## src/rtl/register_file.sv

```systemverilog
// 32 x N register file: two combinational read ports, one decoded write port.
// x0 is hardwired to zero; writes land on the rising edge with no read bypass.

module decoder_5_to_32 (
    input  logic [4:0]  in,
    input  logic        ena,
    output logic [31:0] out
);
    always_comb begin
        out = '0;
        if (ena) out[in] = 1'b1;
    end
endmodule

module register_cell #(
    parameter int N = 32
) (
    input  logic         clk,
    input  logic         rst,
    input  logic         we,
    input  logic [N-1:0] d,
    output logic [N-1:0] q
);
    always_ff @(posedge clk) begin
        if (rst)     q <= '0;
        else if (we) q <= d;
    end
endmodule

module register_file #(
    parameter int N = 32
) (
    input  logic         clk,
    input  logic         rst,
    input  logic         wr_ena,
    input  logic [4:0]   wr_addr,
    input  logic [N-1:0] wr_data,
    input  logic [4:0]   rd_addr0,
    output logic [N-1:0] rd_data0,
    input  logic [4:0]   rd_addr1,
    output logic [N-1:0] rd_data1
);
    logic [31:0]         dec_out;
    logic [31:0][N-1:0]  regs;
    logic                unused_dec0;

    decoder_5_to_32 u_dec (
        .in  (wr_addr),
        .ena (wr_ena),
        .out (dec_out)
    );

    // x0 has no storage, so its decoder line goes nowhere.
    assign unused_dec0 = dec_out[0];
    assign regs[0]     = '0;

    genvar k;
    generate
        for (k = 1; k < 32; k++) begin : g_reg
            register_cell #(.N(N)) u_cell (
                .clk (clk),
                .rst (rst),
                .we  (dec_out[k]),
                .d   (wr_data),
                .q   (regs[k])
            );
        end
    endgenerate

    assign rd_data0 = regs[rd_addr0];
    assign rd_data1 = regs[rd_addr1];
endmodule

```

## config.mk

```make
export PLATFORM = sky130hd
export DESIGN_NAME = register_file
export DESIGN_NICKNAME = d
export VERILOG_FILES = /design/src/rtl/register_file.sv
export SDC_FILE = /design/constraint.sdc
export NUM_CORES = 2
export LEC_CHECK = 0
export CAP_MARGIN = 20
export CORE_ASPECT_RATIO = 2
export CORE_MARGIN = 2
export CORE_UTILIZATION = 28
export DETAILED_ROUTE_END_ITERATION = 8
export PLACE_DENSITY = 0.5
export SYNTH_ARGS = -nofsm -noshare
export SYNTH_HDL_FRONTEND = slang
export SYNTH_SLANG_ARGS = --single-unit
```

## constraint.sdc

```tcl
create_clock -name clk -period 3.25 [get_ports clk]
set_input_delay 0.8125 -clock clk [delete_from_list [all_inputs] [get_ports clk]]
set_output_delay 0.8125 -clock clk [all_outputs]
set_load 0.02 [all_outputs]
```

==> metrics.yaml <==
outcome: "finished with violations"
violations: "negative setup slack"
nNetsFinal: 6820
antenna_found_initial: 0
setup_slack_ps: -174.7
clk_pin_slew_ps: 60
min_from: "g_reg[6].u_cell.q[20]"
synthesis.nets: 6633
grt_pass1_wl_mm: 315.5
netlist_area_mm2: 0.05120
r2r-end: "g_reg[2].u_cell.q[2]"
cts-htree-levels: 3
rrSetupSlack_ps: 2450
post-dp-hpwl_mm: 130.6
cts_made_buffers: 105
p_leak_nw: 24.77
fin_worst_skew_ps: 0
yosysWarnings: 0
drtPass1Iterations: 8
ys_ff_latch: 992
drc: 0
n_antenna_cell: 0
totalWireLength_mm: 215.3
syn-instance-count: 6583
reg2reg_from: "g_reg[2].u_cell.q[2]"
synth.distinct_cells: 31
top_register: "g.u_cell.q"
max_freq_mhz: 292.0
holdWs_ps: 466.2
via_per_inst: 5.379
wl_per_cell_um: 23.39
hold_viol: 0
dr_total_vias: 49520
grt_pass1_vias: 46650
yosys.area.top_type: "dfxtp_1"
period_needed_ps: 3425
synth_top_area_share_pct: 38.79
rsz0062_at_grt: "yes"
hold_buffers: 0
fin_cells: 9205
drt_iter0_markers: 4916
die-width_um: 306.4
min_to: "g_reg[6].u_cell.q[20]"
die_area_mm2: 0.1865
ant_nets: 0
grt_overflow: 0
min_delay_path_depth: 2
reg.largest.list: "g.u_cell.q (992)"
peakVddDrop_uv: 415.2
total_power_mw: 29.21
worst_pin_slew_ps: 575.1
finalSetupViolations: 53
worst_ep_required_time_ps: 2440
crit_path_end_kind: "output port"
grt_use_total_pct: 22.17
path_class: "input pin to output port"
cts_tree: "built"
synth.yosys.seq_area_share_pct: 38.79
start_util_pct: 28.10
clock_path_buffers: 3
cp.arrival_ps: 2610
slew_headroom_pct: 61.66
cts-root-buf: "clkbuf_16"
io_pins: 114
cts.sinks: 992
cp_max_fo: 7
drv_cap: 0
avgSynthCellArea_um2: 7.777
io_buffer_count: 113
synth_area_leaders: "dfxtp_1, nand2_1, mux2i_1"
areaGrowthSynthToFinish_pct: 33.72
placedCellCount: 8893
power.density_mw_per_mm2: 426.6
period_share_pct: 105.4
place_congestion: 0.8363
hold_path_class: "flip-flop to flip-flop"
largest_reg_flops: 992
fp.dieH_um: 608.7
grt_max_degree: 101
r2r_cells: 2
finalMaxSlewViolations: 0
core_mm2: 0.1822
final_layout_size_suffix_gt1_share_pct: 21.09
cp-start-kind: "input pin"
num_rows: 222
clkLatencyLatePin_ps: 730
layout make-up:
type / count / area (um2)
Sequential cell: 992 / 19870
Clock inverter: 26 / 236.5
Tap cell: 2352 / 2943
Timing Repair Buffer: 731 / 9791
Clock buffer: 164 / 3262
Multi-Input combinational cell: 4940 / 32360
Fill cell: 18460 / 113800
logic make-up after synthesis:
family,count (synthesis),share of synthesized area [%]
AO/OA/AOI/OAI,1504,16.58
buffers and inverters,651,5.513
flip-flops,992,38.79
multiplexers,896,19.24
AND/OR/NAND/NOR,2540,19.88
placed cells by master (no fill, tap or decap), types with 48 or more instances in the layout:
master	instances
buf_12	189
nand2_1	2132
buf_4	299
mux2i_1	751
clkbuf_16	118
mux4_2	64
a22oi_1	213
nand3_1	101
buf_16	48
dfxtp_1	987
buf_6	111
a21oi_1	1105
cell usage after synthesis:
master	instances
nor3_1	65
nand2_1	2150
and2_1	5
nor2_2	8
mux4_2	64
nor2_4	6
a21oi_1	1120
a221oi_1	64
nor2_1	21
or2_2	4
nor2b_1	72
and2_0	2
and3b_1	2
nand2b_1	2
clkbuf_2	1
nor3b_1	2
nand3_1	194
buf_1	14
a31oi_1	64
mux2i_1	768
buf_4	43
or3b_2	1
or2_1	1
nand3b_1	2
a22oi_1	256
mux2_2	64
or3b_1	1
clkbuf_1	420
buf_2	173
dfxtp_1	992
and3_1	2
power breakdown:
group          internal (mW)  switching (mW)
Sequential              12.2          0.0712
Combinational           1.84            2.55
Clock                   7.09            5.41
layer usage:
| layer | part of all wire, % | GRT usage, % | vias up | wire length (um) |
|---|---|---|---|---|
| met5 | 0 | 0 | - | 0 |
| met4 | 3.2 | 7.223 | 0 | 6904 |
| met3 | 6.9 | 2.926 | 373 | 14890 |
| met2 | 46 | 35.80 | 1822 | 98990 |
| met1 | 44 | 30.40 | 24260 | 94560 |
| li1 | - | - | 23060 | - |
critical path, stage by stage:
cell	delay [ps]
buf_16	110
buf_4	150
buf_16	140
buf_8	100
mux4_2	510
nor2b_4	150
nor3_4	70
a31oi_4	260
nand3_2	140
buf_6	160
repair_timing:
action / CTS / global route
cloned: 29 / 12
buffers inserted: 75 / 47
resized for setup: 899 / 262
pin swaps: 116 / 137
endpoints found under the setup margin: 64 / 64
worst max path at each step:
stage / end / slack, ps / depth (start not counted) / startpoint
2_1_floorplan: rd_data1[10] / 140 / 7 / rd_addr1[1]
3_3_place_gp: rd_data0[5] / -1050 / 8 / rd_addr0[3]
3_5_place_dp: rd_data0[10] / -1030 / 8 / rd_addr0[0]
4_1_cts: rd_data1[22] / -180 / 11 / rd_addr1[1]
5_1_grt: rd_data1[6] / -200 / 10 / rd_addr1[0]
6_report: rd_data1[2] / -170 / 10 / rd_addr1[0]
per-stage QoR:
stage / cell area [um2] / setup slack (ps) / utilization (%) / setup TNS (ps)
6_report: 68460 / -174.7 / 37.57 / -3487
5_1_grt: 68460 / -201.0 / 37.57 / -5310
4_1_cts: 66780 / -185.0 / 36.65 / -3815
3_5_place_dp: 58520 / -1032 / 32.12 / -48700
3_3_place_gp: 58520 / -1046 / 32.12 / -48660
2_1_floorplan: 51200 / 143.4 / - / 0
No activity file was read; power rests on OpenSTA's default activity.
